## config.mk

```make
export PLATFORM = sky130hd
export DESIGN_NAME = operand_loader
export DESIGN_NICKNAME = d
export VERILOG_FILES = /design/src/rtl/operand_loader.sv
export SDC_FILE = /design/constraint.sdc
export NUM_CORES = 1
export LEC_CHECK = 0
export ABC_CLOCK_PERIOD_IN_PS = 1770
export CAP_MARGIN = 10
export CORE_UTILIZATION = 45
export DETAILED_ROUTE_END_ITERATION = 10
export MAX_ROUTING_LAYER = met4
export PLACE_DENSITY = 0.7
export SETUP_SLACK_MARGIN = 0.05
export SYNTH_ARGS = -nofsm -noshare
export SYNTH_HDL_FRONTEND = slang
export SYNTH_SLANG_ARGS = --single-unit
```

## constraint.sdc

```tcl
create_clock -name clk -period 1.77 [get_ports clk]
set_input_delay 0.531 -clock clk [delete_from_list [all_inputs] [get_ports clk]]
set_output_delay 0.531 -clock clk [all_outputs]
set_load 0.02 [all_outputs]
```

## src/rtl/operand_loader.sv

```systemverilog
// Loads two operands from debounced switch/button inputs and hands them off on a debounced "go".
// Action latency is DB_CYCLES+2 edges from raw press; a held button gives exactly one action.
module operand_loader #(
  parameter int SIZE      = 4,
  parameter int DB_CYCLES = 4
) (
  input  logic            clk,
  input  logic            rst,
  input  logic [SIZE-1:0] sw_data,
  input  logic            sel,
  input  logic            btn_load,
  input  logic            btn_go,
  output logic [SIZE-1:0] op_a,
  output logic [SIZE-1:0] op_b,
  output logic            a_valid,
  output logic            b_valid,
  output logic            start,
  output logic            err,
  output logic            busy
);

  localparam int CW = (DB_CYCLES < 2) ? 1 : $clog2(DB_CYCLES + 1);

  typedef enum logic [1:0] {
    IDLE    = 2'd0,
    DB_LOAD = 2'd1,
    DB_GO   = 2'd2,
    RELEASE = 2'd3
  } state_t;

  state_t          state_q;
  logic [CW-1:0]   cnt_q;

  logic            load_m_q, load_s;
  logic            go_m_q, go_s;
  logic            sel_m_q, sel_s;
  logic [SIZE-1:0] data_m_q, data_s;

  logic [SIZE-1:0] op_a_q, op_b_q;
  logic            a_valid_q, b_valid_q;
  logic            start_q, err_q;

  logic            db_btn;
  logic            last_sample;
  logic            do_load;
  logic            do_go;
  logic [31:0]     cnt_ext;

  // Two-flop synchronizers; everything downstream sees only the second stage.
  always_ff @(posedge clk or negedge rst) begin
    if (!rst) begin
      load_m_q <= 1'b0;
      load_s   <= 1'b0;
      go_m_q   <= 1'b0;
      go_s     <= 1'b0;
      sel_m_q  <= 1'b0;
      sel_s    <= 1'b0;
      data_m_q <= '0;
      data_s   <= '0;
    end else begin
      load_m_q <= btn_load;
      load_s   <= load_m_q;
      go_m_q   <= btn_go;
      go_s     <= go_m_q;
      sel_m_q  <= sel;
      sel_s    <= sel_m_q;
      data_m_q <= sw_data;
      data_s   <= data_m_q;
    end
  end

  // cnt_q counts samples already seen high; this edge's sample completes the run when cnt_q+1 reaches DB_CYCLES.
  always_comb begin
    db_btn      = (state_q == DB_GO) ? go_s : load_s;
    cnt_ext     = {{(32-CW){1'b0}}, cnt_q};
    last_sample = ((cnt_ext + 32'd1) >= 32'(DB_CYCLES));
    do_load     = 1'b0;
    do_go       = 1'b0;
    case (state_q)
      IDLE: begin
        if (DB_CYCLES == 1) begin
          do_load = load_s;
          do_go   = !load_s && go_s;
        end
      end
      DB_LOAD: do_load = load_s && last_sample;
      DB_GO:   do_go   = go_s && last_sample;
      default: ;
    endcase
  end

  always_ff @(posedge clk or negedge rst) begin
    if (!rst) begin
      state_q   <= IDLE;
      cnt_q     <= '0;
      op_a_q    <= '0;
      op_b_q    <= '0;
      a_valid_q <= 1'b0;
      b_valid_q <= 1'b0;
      start_q   <= 1'b0;
      err_q     <= 1'b0;
    end else begin
      start_q <= do_go && a_valid_q && b_valid_q;
      err_q   <= do_go && !(a_valid_q && b_valid_q);

      // Operands are consumed the edge after the start pulse; values stay visible.
      if (start_q) begin
        a_valid_q <= 1'b0;
        b_valid_q <= 1'b0;
      end

      if (do_load) begin
        if (sel_s) begin
          op_b_q    <= data_s;
          b_valid_q <= 1'b1;
        end else begin
          op_a_q    <= data_s;
          a_valid_q <= 1'b1;
        end
      end

      case (state_q)
        IDLE: begin
          if (load_s || go_s) begin
            if (DB_CYCLES == 1) begin
              state_q <= RELEASE;
              cnt_q   <= '0;
            end else begin
              state_q <= load_s ? DB_LOAD : DB_GO;
              cnt_q   <= CW'(1);
            end
          end
        end
        DB_LOAD, DB_GO: begin
          if (!db_btn) begin
            state_q <= IDLE;
            cnt_q   <= '0;
          end else if (last_sample) begin
            state_q <= RELEASE;
            cnt_q   <= '0;
          end else begin
            cnt_q <= cnt_q + 1'b1;
          end
        end
        RELEASE: begin
          if (!load_s && !go_s) begin
            state_q <= IDLE;
          end
        end
        default: begin
          state_q <= IDLE;
          cnt_q   <= '0;
        end
      endcase
    end
  end

  assign op_a    = op_a_q;
  assign op_b    = op_b_q;
  assign a_valid = a_valid_q;
  assign b_valid = b_valid_q;
  assign start   = start_q;
  assign err     = err_q;
  assign busy    = (state_q != IDLE);

endmodule

```

==> impl_metrics.env, run 1 <==
export IMPL_drv_cap=0
export IMPL_p_leak_uw=0.000826
export IMPL_die_width_um=54.7
export IMPL_cts_max_path_buffers=2
export IMPL_final_util=0.649
export IMPL_die_h_um=54.7
export IMPL_synth_nets=98
export IMPL_avgRoutedWirePerCell_um=13.8
export IMPL_layout_nets=137
export IMPL_start_kind="flip-flop"
export IMPL_grt_max_degree=32
export IMPL_critPathMaxFanout=5
export IMPL_row_count=18
export IMPL_drc_errors=0
export IMPL_worstSkewPairLatency_ns=0.33
export IMPL_reg2regPathDepth=6
export IMPL_area_growth_syn_to_layout_pct=32.5
export IMPL_netlist_instances=83
export IMPL_hpwl_um=1480
export IMPL_grt_antenna_before_repair=0
export IMPL_worstHoldPathCells=0
export IMPL_seq_area_frac_synth=0.622
export IMPL_synth_cell_types=27
export IMPL_dieArea_mm2=0.00299
export IMPL_critPathMaxStageDelay_ns=0.42
export IMPL_gr_total_overflow=0
export IMPL_setup_violations=0
export IMPL_r2r_start="cnt_q[1]$_DFFE_PN0P_"
export IMPL_rsz0062_at_grt="true"
export IMPL_post_place_ws_ns=-0.00685
export IMPL_drive_gt1_frac=0.350
export IMPL_worstPathArrival_ns=1.94
export IMPL_clockRootBuffer="clkbuf_4"
export IMPL_ys_ff_latch=31
export IMPL_status="completed"
export IMPL_fin_worst_hold_slack_ns=0.342
export IMPL_routabilityCongestion=0.881
export IMPL_finalCritPeriodShare=0.975
export IMPL_grt_pass1_vias=704
export IMPL_grt_pass1_wl_um=3210
export IMPL_first_iter_violations=8
export IMPL_finClkSkew_ns=0.0105
export IMPL_start_util=0.490
export IMPL_hp_start="go_m_q$_DFF_PN0_"
export IMPL_holdBufCountCts=0
export IMPL_diodes=0
export IMPL_yosys_warnings=0
export IMPL_yosysTopAreaCell="dfrtp_1"
export IMPL_setup_ws_ns=0.0450
export IMPL_drtPass1Iterations=3
export IMPL_irDropWorstVdd_mv=0.944
export IMPL_synth_area_leaders="dfrtp_1 62%, mux2_4 9.6%, ha_1 6.0%"
export IMPL_worst_pin_slew_ns=0.380
export IMPL_core_mm2=0.00254
export IMPL_cts_tree="built"
export IMPL_netlist_area_mm2=0.00125
export IMPL_min_to="go_s$_DFF_PN0_"
export IMPL_reg2reg_slack_ns=0.04
export IMPL_path_clk_slew_ns=0.09
export IMPL_vias_per_cell=5.00
export IMPL_synth_flop_cell="dfrtp_1"
export IMPL_wirelength_um=2110
export IMPL_pin_count=22
export IMPL_maxSlewViolCount=0
export IMPL_cp_end_kind="flip-flop"
export IMPL_fmaxAchievable_mhz=580
export IMPL_cts_sinks=31
export IMPL_power_density_mw_per_mm2=1560
export IMPL_r2r_end="op_a[0]$_DFFE_PN0P_"
export IMPL_portBuffers=21
export IMPL_cpMaxStageDelayCell="dfrtp_1"
export IMPL_synth_edff_count=0
export IMPL_final_cells=153
export IMPL_synthDominantCellAreaShare=0.622
export IMPL_cp_data_required_time_ns=1.99
export IMPL_min_path_type="flip-flop to flip-flop"
export IMPL_h_tree_depth=2
export IMPL_period_minus_slack_ns=1.73
export IMPL_crit_path_cell_trace="ha_2 -> and2_4 -> a21oi_4 -> and4b_1 -> buf_6 -> mux2_4"
export IMPL_hold_violations=0
export IMPL_path_class="flip-flop to flip-flop"
export IMPL_ant_nets=0
export IMPL_synth_async_reset_ratio=1.00
export IMPL_synth_avg_cell_area_um2=15.0
export IMPL_slew_headroom=0.747
export IMPL_grtUsageTotal=0.169
export IMPL_numCtsBuffers=5
export IMPL_vias=765
export IMPL_place_inst=142
==> through the flow <==
step                area, um2  total power [uW]  TNS (ns)
floorplan                1250              1660         0
global placement         1550              2120         0
global route             1650              2760   -0.0284
detailed placement       1550              2170  -0.00685
CTS                      1580              2460         0
finish                   1650              2570         0
==> cell usage after synthesis (2+ instances only) <==
cell type  instances
a221oi_2           2
nand2_1            3
inv_1              4
nor2b_1            2
nor2_1             4
o311ai_0           2
dfrtp_1           31
mux2_4             8
buf_6              2
a21o_2             2
ha_1               6
o21ai_0            2
==> layer usage <==
metal,global-route usage,wire [um],vias to the layer above
met5,-,0,-
met4,0.115,49,0
met2,0.231,1050,17
met1,0.209,926,377
met3,0.0583,88,5
li1,-,-,366
==> cell usage in the layout, fill, tap and decap left out, drive strengths merged, types with 3 or more instances in the layout <==
cell type      count
nor2               4
clkdlybuf4s50      8
inv                4
mux2               9
nand2              4
dlygate4sd2       12
o21ai              3
clkbuf             7
buf               14
dfrtp             31
a21o               3
ha                 6
==> final cells by class <==
cell class              count  area (um2)
clock inverters             1        5.00
clock buffers               7        45.0
flip-flops and latches     31         776
repair buffers             34         298
inverters                   4        15.0
multi-input cells          46         477
fillers                   206         892
well taps                  30        37.5
==> registers in the layout (all words and copies together), names as in the netlist, 2 cells and up <==
signal,flops
state_q,2
data_s,4
cnt_q,3
data_m_q,4
op_b,4
op_a,4
==> worst max-delay path by stage <==
stage                            from                endpoint  cells after the start
6_report         cnt_q[1]$_DFFE_PN0P_     op_a[0]$_DFFE_PN0P_                      6
3_5_place_dp   state_q[0]$_DFFE_PN0P_                    busy                      4
2_1_floorplan    cnt_q[0]$_DFFE_PN0P_     op_b[0]$_DFFE_PN0P_                      6
5_1_grt          cnt_q[1]$_DFFE_PN0P_     op_a[0]$_DFFE_PN0P_                      6
3_3_place_gp   state_q[0]$_DFFE_PN0P_                    busy                      4
4_1_cts        state_q[0]$_DFFE_PN0P_  state_q[1]$_DFFE_PN0P_                      7
==> what timing repair did <==
item,in CTS,in global routing
setup endpoints to repair,15,11
gates cloned,0,0
gates resized for setup,18,12
pin swaps,1,5
buffers inserted,0,3
==> power breakdown <==
group          internal, uW  leakage (uW)  switching (uW)
Sequential              881      0.000389             112
Combinational           628      0.000407             576
Clock                   154     0.0000293             223
==> critical path: cells and delay by family (launching register included) <==
kind,cells,cell delay [ns]
and+or+nand+nor,2,0.41
adders and majority gates,1,0.19
DFF,1,0.42
muxes,1,0.29
buffers and inverters,1,0.14
AOI/OAI and AO/OA,1,0.16
==> logic make-up after synthesis <==
kind of cell,share of synthesized area
and+or+nand+nor,0.0802
DFF,0.622
buffers and inverters,0.0301
adders and majority gates,0.0602
muxes,0.113
AOI/OAI and AO/OA,0.0943
(Power assumes the default switching activity.)
==> run 2, diff against run 1 <==
--- a/config.mk
+++ b/config.mk
@@ -7,6 +7,7 @@
 export LEC_CHECK = 0
 export ABC_CLOCK_PERIOD_IN_PS = 1770
 export CAP_MARGIN = 10
+export CORE_MARGIN = 10
 export CORE_UTILIZATION = 45
 export DETAILED_ROUTE_END_ITERATION = 10
 export MAX_ROUTING_LAYER = met4
==> run 2 against run 1 <==
Clock power increased by 25%; routed wire length grew 10%; critical path type is now flip-flop to output pin; highest routed layer unchanged; largest cell class unchanged; non-clock buffer count shrank 2; maximum frequency increased by 1.4%; global-route usage is 7.1 points lower; sequential power fell by 0.8%; worst hold slack better by 0.011 ns; sequential share of layout area fell by 0.18 points; register-to-register slack improved by 0.08 ns.
==> impl_metrics.env, run 2 (synthesized netlist as in run 1, its figures left out) <==
export IMPL_rsz0062_at_grt="true"
export IMPL_vias_per_cell=5.12
export IMPL_grt_max_degree=32
export IMPL_fill_cells=216
export IMPL_numCtsBuffers=5
export IMPL_hpwl_um=1680
export IMPL_cp_common_cell="inv_1"
export IMPL_diodes=0
export IMPL_p_leak_uw=0.000822
export IMPL_crit_path_cell_trace="inv_1 -> ha_2 -> inv_1 -> buf_2"
export IMPL_gr_total_overflow=0
export IMPL_r2r_end="op_a[3]$_DFFE_PN0P_"
export IMPL_pin_count=22
export IMPL_drc_errors=0
export IMPL_min_path_type="flip-flop to flip-flop"
export IMPL_worstSkewPairLatency_ns=0.34
export IMPL_portBuffers=21
export IMPL_ant_nets=0
export IMPL_critPathMaxFanout=2
export IMPL_grt_pass1_vias=885
export IMPL_final_common_cell="dfrtp_1"
export IMPL_cp_top_family="flip-flops"
export IMPL_layout_nets=135
export IMPL_r2r_start="cnt_q[0]$_DFFE_PN0P_"
export IMPL_cp_num_buf_inv=3
export IMPL_worstPathArrival_ns=1.17
export IMPL_cts_max_path_buffers=2
export IMPL_path_depth=4
export IMPL_setup_worst_path_end="busy"
export IMPL_status="completed"
export IMPL_start_kind="flip-flop"
export IMPL_setup_violations=0
export IMPL_drv_cap=0
export IMPL_row_count=19
export IMPL_core_mm2=0.00271
export IMPL_p_total_uw=2670
export IMPL_cp_data_required_time_ns=1.24
export IMPL_power_density_mw_per_mm2=1610
export IMPL_path_class="flip-flop to output pin"
export IMPL_dieArea_mm2=0.00528
export IMPL_drtPass1Iterations=4
export IMPL_cpMaxStageDelayCell="dfrtp_1"
export IMPL_grt_antenna_before_repair=0
export IMPL_grt_pass1_wl_um=3920
export IMPL_reg2regPathDepth=6
export IMPL_clockRootBuffer="clkbuf_4"
export IMPL_crit_start="state_q[0]$_DFFE_PN0P_"
export IMPL_maxSlewViolCount=0
export IMPL_die_h_um=72.7
export IMPL_cp_end_kind="output pin"
export IMPL_routabilityCongestion=0.814
export IMPL_fmaxAchievable_mhz=588
export IMPL_first_iter_violations=26
export IMPL_place_area_mm2=0.00155
export IMPL_finalCritPeriodShare=0.961
export IMPL_drive_gt1_frac=0.364
export IMPL_cts_sinks=31
export IMPL_worst_pin_slew_ns=0.380
export IMPL_die_width_um=72.7
export IMPL_period_minus_slack_ns=1.70
export IMPL_start_util=0.460
export IMPL_mostFrequentLayoutCells="31 x dfrtp_1, 12 x dlygate4sd2_1, 10 x buf_4, 9 x mux2_4, 8 x clkdlybuf4s50_1"
export IMPL_avgRoutedWirePerCell_um=15.3
export IMPL_reg2reg_slack_ns=0.12
export IMPL_critPathMaxStageDelay_ns=0.39
export IMPL_finClkSkew_ns=0.00707
export IMPL_irDropWorstVdd_mv=1.01
export IMPL_area_growth_syn_to_layout_pct=33.0
export IMPL_hold_violations=0
export IMPL_wirelength_um=2330
export IMPL_grtUsageTotal=0.0982
export IMPL_h_tree_depth=2
export IMPL_vias=778
export IMPL_holdBufCountCts=0
export IMPL_path_clk_slew_ns=0.09
export IMPL_cts_tree="built"
export IMPL_slew_headroom=0.747
export IMPL_final_cell_area_mm2=0.00166
## run 2: per-layer routing
layer | part of all wire | global-route usage
met4 | 0.028 | 0.0570
met1 | 0.38 | 0.101
met3 | 0.072 | 0.0449
met2 | 0.52 | 0.151
met5 | 0 | -
## run 2: worst reg2reg max path, delay by kind of cell (launching register included)
family | cells | cell delay (ns)
compound gates | 1 | 0.14
fa+ha+maj | 1 | 0.19
buf+inv | 1 | 0.14
flops | 1 | 0.40
mux | 1 | 0.30
simple gates | 2 | 0.38
## run 2: worst min-delay path by stage
stage	startpoint	end	depth (start not counted)
3_5_place_dp	data_m_q[2]$_DFF_PN0_	data_s[2]$_DFF_PN0_	0
3_3_place_gp	sel_m_q$_DFF_PN0_	sel_s$_DFF_PN0_	0
4_1_cts	data_m_q[2]$_DFF_PN0_	data_s[2]$_DFF_PN0_	0
2_1_floorplan	rst	a_valid$_DFF_PN0_	0
6_report	data_m_q[2]$_DFF_PN0_	data_s[2]$_DFF_PN0_	0
5_1_grt	data_m_q[3]$_DFF_PN0_	data_s[3]$_DFF_PN0_	0
## run 2: per-stage QoR
stage | cells | hold slack [ns] | setup slack, ns | TNS [ns] | util
floorplan | 83 | 0.235 | 0.0969 | 0 | -
global placement | 143 | 0.332 | 0.0261 | 0 | 0.572
detailed placement | 143 | 0.335 | -0.0138 | -0.0191 | 0.572
CTS | 151 | 0.354 | -0.0573 | -0.0573 | 0.597
global route | 152 | 0.367 | 0.00410 | 0 | 0.612
finish | 152 | 0.352 | 0.0695 | 0 | 0.612
## run 2: area by class of cell
type / count / area (um2) / area share
clock buffers: 7 / 65.1 / 0.0392
clock inverters: 1 / 7.51 / 0.00452
inverters: 4 / 15.0 / 0.00905
multi-input cells: 46 / 480 / 0.290
flip-flops and latches: 31 / 776 / 0.468
well taps: 31 / 38.8 / 0.0234
repair buffers: 32 / 277 / 0.167
## run 2: repair_timing
| action | CTS | global route |
|---|---|---|
| setup buffers | 0 | 2 |
| pin swaps | 1 | 6 |
| resized for setup | 19 | 11 |
| setup endpoints to repair | 19 | 11 |
## run 2: report_power, final
part	internal [uW]	leakage, uW	switching [uW]
Sequential	880	0.000389	104
Combinational	612	0.000395	605
Clock	232	0.0000375	241
Total	1720	0.000822	949
